==> config.mk <==
export PLATFORM = sky130hd
export DESIGN_NAME = sr04_ctrl
export DESIGN_NICKNAME = d
export VERILOG_FILES = /design/src/rtl/sr04_ctrl_pkg.sv /design/src/rtl/sr04_ctrl_div.sv /design/src/rtl/sr04_ctrl.sv
export SDC_FILE = /design/constraint.sdc
export NUM_CORES = 1
export LEC_CHECK = 0
export CAP_MARGIN = 0
export CORE_ASPECT_RATIO = 1.1
export CORE_MARGIN = 2
export CORE_UTILIZATION = 40
export DETAILED_ROUTE_END_ITERATION = 6
export SYNTH_ARGS = -nofsm -noshare
export SYNTH_HDL_FRONTEND = slang
export SYNTH_HIERARCHICAL = 1
export SYNTH_SLANG_ARGS = --single-unit
==> constraint.sdc <==
create_clock -name clk_1m -period 9.13 [get_ports clk_1m]
set_clock_uncertainty 0.05 [all_clocks]
set_input_delay 1.3695 -clock clk_1m [delete_from_list [all_inputs] [get_ports clk_1m]]
set_output_delay 1.3695 -clock clk_1m [all_outputs]
set_load 0.02 [all_outputs]
==> src/rtl/sr04_ctrl_pkg.sv <==
// Shared state encoding, error constants and averaging helper for the HC-SR04 controller.
package sr04_ctrl_pkg;

   typedef enum logic [2:0] {
      ST_IDLE,
      ST_TRIG,
      ST_WAIT_ECHO,
      ST_MEASURE,
      ST_DIVIDE,
      ST_HOLDOFF
   } sr04_state_e;

   localparam logic [15:0] ERR_US    = 16'hFFFF;
   localparam logic [9:0]  ERR_CM    = 10'h3FF;
   localparam int          DIV_STEPS = 16;

   // Mean of four centimetre readings, truncated (sum >> 2).
   function automatic logic [9:0] avg4(input logic [9:0] a, input logic [9:0] b,
                                       input logic [9:0] c, input logic [9:0] d);
      logic [11:0] s;
      s = 12'(a) + 12'(b) + 12'(c) + 12'(d);
      return s[11:2];
   endfunction

endpackage

==> src/rtl/sr04_ctrl_div.sv <==
// Restoring divider: 16-bit dividend by a constant divisor, 10-bit quotient,
// fixed 16-cycle latency counted from the start cycle; start is ignored while busy.
module sr04_div
   import sr04_ctrl_pkg::*;
#(
   parameter int DIVISOR = 58
) (
   input  logic        clk_1m,
   input  logic        rst_n,
   input  logic [15:0] dividend_i,
   input  logic        start_i,
   output logic [9:0]  quot_o,
   output logic        done_o
);

   localparam logic [16:0] DIV17 = 17'(DIVISOR);

   logic [15:0] rem_q, rem_d;
   logic [15:0] dvd_q, dvd_src;
   logic [9:0]  quo_q, quo_d;
   logic [3:0]  cnt_q;
   logic        busy_q;
   logic        done_q;
   logic [16:0] trial;
   logic        qbit;

   // The first step runs on the start edge straight from the input operand.
   always_comb begin
      dvd_src = busy_q ? dvd_q : dividend_i;
      trial   = {1'b0, (busy_q ? rem_q : 16'd0)} << 1;
      trial[0] = dvd_src[15];
      qbit    = 1'b0;
      rem_d   = trial[15:0];
      if (trial >= DIV17) begin
         qbit  = 1'b1;
         rem_d = 16'(trial - DIV17);
      end
      quo_d = {(busy_q ? quo_q[8:0] : 9'd0), qbit};
   end

   always_ff @(posedge clk_1m or negedge rst_n) begin
      if (!rst_n) begin
         rem_q  <= '0;
         dvd_q  <= '0;
         quo_q  <= '0;
         cnt_q  <= '0;
         busy_q <= 1'b0;
         done_q <= 1'b0;
      end else begin
         done_q <= 1'b0;
         if (busy_q) begin
            rem_q <= rem_d;
            dvd_q <= {dvd_src[14:0], 1'b0};
            quo_q <= quo_d;
            cnt_q <= cnt_q - 4'd1;
            if (cnt_q == 4'd1) begin
               busy_q <= 1'b0;
               done_q <= 1'b1;
            end
         end else if (start_i) begin
            rem_q  <= rem_d;
            dvd_q  <= {dvd_src[14:0], 1'b0};
            quo_q  <= quo_d;
            cnt_q  <= 4'(DIV_STEPS - 1);
            busy_q <= 1'b1;
         end
      end
   end

   assign quot_o = quo_q;
   assign done_o = done_q;

endmodule

==> src/rtl/sr04_ctrl.sv <==
// HC-SR04 ranging controller: periodic trigger, echo width in us and distance in cm.
// Build option SR04_AVG_EN reports the mean of the last four good readings in dist_cm.
module sr04_ctrl
   import sr04_ctrl_pkg::*;
#(
   parameter int TRIG_US    = 10,
   parameter int PERIOD_US  = 60000,
   parameter int TIMEOUT_US = 30000,
   parameter int CM_DIV     = 58
) (
   input  logic        clk_1m,
   input  logic        rst_n,
   input  logic        enable,
   input  logic        s1_echo,
   output logic        s1_trig,
   output logic [15:0] dist_us,
   output logic [9:0]  dist_cm,
   output logic        dist_vld,
   output logic        dist_err,
   output logic        busy
);

   localparam int                PER_W     = $clog2(PERIOD_US);
   localparam logic [PER_W-1:0]  PER_MAX   = PER_W'(PERIOD_US - 1);
   localparam logic [15:0]       TRIG_LAST = 16'(TRIG_US - 1);
   localparam logic [15:0]       WAIT_LAST = 16'(TIMEOUT_US - 1);
   localparam logic [15:0]       WIDTH_MAX = 16'(TIMEOUT_US);

   sr04_state_e      state_q;
   logic [PER_W-1:0] per_q;
   logic [15:0]      cnt_q;
   logic             trig_q;
   logic [15:0]      dist_us_q;
   logic [9:0]       dist_cm_q;
   logic             vld_q;
   logic             err_q;
   logic             echo_m_q, echo_s_q, echo_p_q;
   logic             echo_rise, echo_fall;
   logic             div_start, div_done;
   logic [9:0]       div_quot;

`ifdef SR04_AVG_EN
   logic [3:0][9:0]  win_q;
   logic             primed_q;
   logic             avg_pend_q;
`endif

   always_ff @(posedge clk_1m or negedge rst_n) begin
      if (!rst_n) {echo_m_q, echo_s_q, echo_p_q} <= '0;
      else        {echo_m_q, echo_s_q, echo_p_q} <= {s1_echo, echo_m_q, echo_s_q};
   end

   assign echo_rise = echo_s_q & ~echo_p_q;
   assign echo_fall = ~echo_s_q & echo_p_q;
   // A fall on the very cycle the width hits the limit is an error, so no divide.
   assign div_start = (state_q == ST_MEASURE) && echo_fall && (cnt_q < WIDTH_MAX);

   sr04_div #(
      .DIVISOR(CM_DIV)
   ) u_div (
      .clk_1m    (clk_1m),
      .rst_n     (rst_n),
      .dividend_i(cnt_q),
      .start_i   (div_start),
      .quot_o    (div_quot),
      .done_o    (div_done)
   );

   // cnt_q is shared: trigger width in TRIG, wait time in WAIT_ECHO, echo width in MEASURE.
   always_ff @(posedge clk_1m or negedge rst_n) begin
      if (!rst_n) begin
         state_q    <= ST_IDLE;
         per_q      <= '0;
         cnt_q      <= '0;
         trig_q     <= 1'b0;
         dist_us_q  <= ERR_US;
         dist_cm_q  <= ERR_CM;
         vld_q      <= 1'b0;
         err_q      <= 1'b0;
`ifdef SR04_AVG_EN
         win_q      <= '0;
         primed_q   <= 1'b0;
         avg_pend_q <= 1'b0;
`endif
      end else begin
         vld_q <= 1'b0;
         if (per_q != PER_MAX) per_q <= per_q + PER_W'(1);
         case (state_q)
            ST_IDLE: begin
               if (enable) begin
                  state_q <= ST_TRIG;
                  trig_q  <= 1'b1;
                  per_q   <= '0;
                  cnt_q   <= '0;
               end
            end
            ST_TRIG: begin
               if (cnt_q == TRIG_LAST) begin
                  state_q <= ST_WAIT_ECHO;
                  trig_q  <= 1'b0;
                  cnt_q   <= '0;
               end else begin
                  cnt_q <= cnt_q + 16'd1;
               end
            end
            ST_WAIT_ECHO: begin
               if (echo_rise) begin
                  state_q <= ST_MEASURE;
                  cnt_q   <= 16'd1;
               end else if (cnt_q == WAIT_LAST) begin
                  state_q   <= ST_HOLDOFF;
                  dist_us_q <= ERR_US;
                  dist_cm_q <= ERR_CM;
                  err_q     <= 1'b1;
                  vld_q     <= 1'b1;
               end else begin
                  cnt_q <= cnt_q + 16'd1;
               end
            end
            ST_MEASURE: begin
               if (cnt_q >= WIDTH_MAX) begin
                  state_q   <= ST_HOLDOFF;
                  dist_us_q <= ERR_US;
                  dist_cm_q <= ERR_CM;
                  err_q     <= 1'b1;
                  vld_q     <= 1'b1;
               end else if (echo_fall) begin
                  state_q   <= ST_DIVIDE;
                  dist_us_q <= cnt_q;
               end else begin
                  cnt_q <= cnt_q + 16'd1;
               end
            end
            ST_DIVIDE: begin
`ifdef SR04_AVG_EN
               // The first good reading fills the whole window so the mean starts sane.
               if (div_done) begin
                  avg_pend_q <= 1'b1;
                  primed_q   <= 1'b1;
                  if (primed_q) win_q <= {win_q[2:0], div_quot};
                  else          win_q <= {4{div_quot}};
               end else if (avg_pend_q) begin
                  avg_pend_q <= 1'b0;
                  state_q    <= ST_HOLDOFF;
                  dist_cm_q  <= avg4(win_q[0], win_q[1], win_q[2], win_q[3]);
                  err_q      <= 1'b0;
                  vld_q      <= 1'b1;
               end
`else
               if (div_done) begin
                  state_q   <= ST_HOLDOFF;
                  dist_cm_q <= div_quot;
                  err_q     <= 1'b0;
                  vld_q     <= 1'b1;
               end
`endif
            end
            ST_HOLDOFF: begin
               if (per_q == PER_MAX) begin
                  if (enable) begin
                     state_q <= ST_TRIG;
                     trig_q  <= 1'b1;
                     per_q   <= '0;
                     cnt_q   <= '0;
                  end else begin
                     state_q <= ST_IDLE;
                  end
               end
            end
            default: state_q <= ST_IDLE;
         endcase
      end
   end

   assign s1_trig  = trig_q;
   assign dist_us  = dist_us_q;
   assign dist_cm  = dist_cm_q;
   assign dist_vld = vld_q;
   assign dist_err = err_q;
   assign busy     = (state_q != ST_IDLE);

endmodule
### Word-level counts from Yosys, hierarchy flattened

Index checks and enable logic that the tools add are counted.

* add/subtract/negate cells: 4
* $lt $le $gt $ge: 3
* equal/unequal tests: 22
* multiplexer cells: 64
* bitwise gates (word level): 4
* reduce and logical (&&, ||, !) cells: 14

Operators with widths (count)
* two-way mux 16 bit: 21
* case mux 16 bit (5 select lines): 1
* case mux 16 bit (2 select lines): 2
* two-way mux 10 bit: 6
* adder 16 x 1 -> 16 bit (second input constant): 2
* case mux 10 bit (3 select lines): 1
* two-way mux 3 bit: 8
* two-way mux 1 bit: 18
* case mux 3 bit (6 select lines): 1
* greater-or-equal comparator 17 x 6 -> 1 bit (second input constant): 1
* equality test 16 x 15 -> 1 bit (second input constant): 1
* equality test 16 bit (second input constant): 1
* equality test 16 x 4 -> 1 bit (second input constant): 1
* greater-or-equal comparator 16 x 15 -> 1 bit (second input constant): 1
* < comparator 16 x 15 -> 1 bit (second input constant): 1
* inequality test 16 bit (second input constant): 1
* subtractor 16 x 6 -> 16 bit (second input constant): 1
* inequality test 2 bit (second input constant): 7
* AND reduction 5 bit: 2
* two-way mux 9 bit: 1
* case mux 1 bit (3 select lines): 3
* nonzero test 3 bit: 3
* two-way mux 4 bit: 2
* equality test 3 x 2 -> 1 bit (second input constant): 2
* 16 further kinds: 23

* bits in registers: 115
* bits of input ports: 4
* output and inout port bits: 30
* word-level logic and storage cells: 128

### Longest topological paths before layout

* depth after elaboration: 6
* gate-level depth with buffers: 11
* depth with buffers taken out: 8

### Modules after synthesis

Netlist, hierarchy kept.

By module, submodules not included
* sr04_ctrl: instances 1, cells each 353, area each 3438.3 um^2, seq. area each 1709.1 um^2
* sr04_div: instances 1, cells each 238, area each 2382.3 um^2, seq. area each 1176.1 um^2

### Least setup slack after synthesis

No wires, ideal clock.

* kind: reg-to-reg
* from: reg cnt_q[10] (netlist name)
* to: reg u_div.dvd_q[14]
* setup time: 133 ps
* arrival time: 2689 ps
* data required time: 8947 ps
* setup slack: 6257 ps
* cell stages (with the launch flop): 11
* buffers on the path: 4
* period minus slack after synthesis: 2873 ps
* cell sequence: dfrtp_1 clkbuf_1 a211o_1 a211oi_1 nor2_1 clkbuf_1 nor2_1 buf_1 buf_2 mux2i_1 o21ai_0

RTL lines
* end signal, assigned: RTL line sr04_ctrl_div.sv:53 `dvd_q <= {dvd_src[14:0], 1'b0};`
* end signal, assigned: RTL line sr04_ctrl_div.sv:62 `dvd_q <= {dvd_src[14:0], 1'b0};`
* end, declared: RTL line sr04_ctrl_div.sv:19 `logic [15:0] dvd_q, dvd_src;`

==> reports/summary.txt <==
most area-consuming cells after synthesis - dfrtp_1 38%, dfstp_2 12%, nor2_1 4.7%
Critical Path RT - 9420 ps
vias in the first global route - 4,424
critical path capture point type - flop
Final Hold Viols - 0
ANT cells - 0
Layout area overhead - 17.84%
pwr dens - 322.2 nW/µm²
I/O pin count - 34
Mapped Cells - 591
Max Cap Viol - 0
drt total wl - 12,640 µm
share of cells above drive strength 1 - 13.90%
drt drc - 0
Peak VDD IR - 197.0 µV
# setup viols final - 0
syn_nets - 602
most common cell after layout, fill and taps aside - dfrtp_1
Clock Latency Late Sink - 420 ps
number of synthesized flops with an enable pin - 0
Most common cell on crit path - nor2_1
Num Clock Sinks - 114
Slew @ Worst Pin - 1102 ps
Slowest-stage cell, CP - nor2_1
Min-Delay Path Class - reg2reg
Synth cell types - 72
Achievable Freq - 0.2717 GHz
Top FF cell, synth - dfrtp_1
nets - 624
post-synthesis sequential area ratio - 49.57%
delay-heaviest family, CP - simple AND/OR/NAND/NOR gates
Worst Setup Start Kind - flop
Site Rows - 46
CTS Hold Bufs - 0
headroom to the max-slew limit - 26.28%
CTS tree - built
RSZ-0062 raised after global routing - no
hold endpoint - echo_s_q
WL per Instance - 15.46 µm
worst-path fanout max - 31
GRT Residual Overflow - 0
die area - 15,530 µm²
status - complete, no violations
setup_tns - 0 ps
yosys warns - 6
vias per cell - 5.461
Final min period - 3680 ps
Mapped Area - 5821 µm²
WP data arrival - 3970 ps
post-synth top area share - 37.83%
DRT antenna net count - 0
clk slew on worst S/H paths - 50 ps
Die Wd - 119.0 µm
fin crit share - 40.31%
initial detailed-routing violation count - 294
P_leak - 0.002812 µW
reg2reg path depth - 9
gpl congestion - 0.7899
PnR Total Power - 2210 µW
critical path, cell by cell - nor4bb_1 > a211oi_1 > nor2_1 > nor2_2 > buf_4 > nor2_1 > a22oi_1 > o21a_1 > a21oi_1
post-cts repair resize count - 0
Initial Utilization - 40.61%
H-tree level count - 4
hold_sp - echo_m_q
fraction of registers with async set/reset - 100.0%
initial antenna violation count - 0
reg2reg setup slack - 5450 ps
Critical Path Max Stage Delay - 870 ps
most frequent cells in the layout - 87 x dfrtp_1, 72 x nor2_1, 58 x nand2_1
GR Util All Layers - 17.52%
first drt pass iteration count - 5
CTS Root Cell - clkbuf_16
largest net degree at the start of global routing - 78
cell taking the most area after synthesis - dfrtp_1
#FFs+latches synth - 114
port buffer count - 33
Cells on Worst Hold Path - 0
WP buf/inv - 1
CP Class - reg2reg
first-pass GRT wire length - 21,600 µm
deepest clock path buffer count - 2
Mean Syn Cell Area - 9.849 µm²
post-DP HPWL - 8128 µm
core area - 14,330 µm²
cts bufs inserted - 17
Slew Viols, Final - 0
die span in y - 130.5 µm
Worst R2R Start - cnt_q[10]
via count - 4,467
RR Endpoint - u_div/rem_q[9]
total setup buffers inserted after CTS - 0
==> metrics by stage <==
stage          area, µm²  utilization, %  hold WS (ps)  setup slack (ps)  instances
5_1_grt             6859           47.86         319.5              5119        818
4_1_cts             6859           47.86         319.1              5439        818
6_report            6859           47.86         311.8              5450        818
3_3_place_gp        6262           43.70         287.2              5350        786
2_1_floorplan       5821               -         281.2              6257        591
3_5_place_dp        6262           43.70         310.7              5315        786
==> where the power goes <==
group | switching [µW] | internal (µW) | total (µW) | leakage (µW)
Clock | 220 | 444 | 664 | 0.000295
Sequential | 149 | 682 | 831 | 0.00141
Combinational | 410 | 306 | 715 | 0.00111
==> cells in the mapped netlist (4+ instances only) <==
master,number
dfstp_2,26
xnor2_1,10
and3_1,9
o31ai_2,9
a21oi_1,32
mux2i_1,19
o211ai_1,6
o21ai_0,26
or3_1,4
buf_1,6
xor2_1,5
nor3_1,13
nand4_1,4
a211o_1,4
a31oi_1,8
or4_1,5
dfrtp_1,88
buf_6,4
ha_1,7
clkbuf_1,22
inv_1,13
nand2b_1,5
nor4_1,5
nand3_1,19
o21ai_1,19
nor2b_1,6
nor2_1,73
o22a_1,10
nand2_1,58
o31ai_1,6
==> routing by layer <==
| metal | up-vias | routed length (µm) | global-route usage, % |
|---|---|---|---|
| met5 | - | 0 | 0 |
| met4 | 0 | 290 | 9.454 |
| met3 | 24 | 495 | 4.384 |
| met2 | 89 | 6297 | 29.65 |
| met1 | 2173 | 5560 | 20.74 |
| li1 | 2181 | - | - |
==> worst max-delay path by stage <==
stage | from | to | slack (ps) | cells past startpoint
floorplan | cnt_q[10] | u_div/dvd_q[14] | 6260 | 10
detailed placement | enable | cnt_q[8] | 5320 | 7
global route | cnt_q[9] | u_div/rem_q[9] | 5120 | 9
CTS | cnt_q[10] | u_div/rem_q[9] | 5440 | 9
global placement | enable | cnt_q[8] | 5350 | 7
finish | cnt_q[10] | u_div/rem_q[9] | 5450 | 9
==> cell families after synthesis <==
logic type	after synthesis	synth area share, %
multiplexers	19	3.267
buffers and inverters	48	3.654
AO/OA/AOI/OAI	158	19.71
flip-flops	114	49.57
adder cells (fa/ha/maj)	7	1.505
AND/OR/NAND/NOR	230	20.03
XOR/XNOR	15	2.257
==> final cells by class <==
cell class,count,area (µm²)
tap,192,240.2
clock inverter,4,70.07
clock buffer,28,526.8
multi-input combinational,429,2725
inverter,14,52.55
fill,1330,7472
timing repair buffer,37,357.8
sequential,114,2887
==> sequential cells by signal, indices dropped and copies added (netlist names), 3 cells and up <==
register and flops:
cnt_q 16, dist_cm 10, dist_us 16, per_q 16, state_q 3, u_div/cnt_q 4
u_div/dvd_q 15, u_div/quot_o 10, u_div/rem_q 16
No activity file was read; power rests on OpenSTA's default activity.
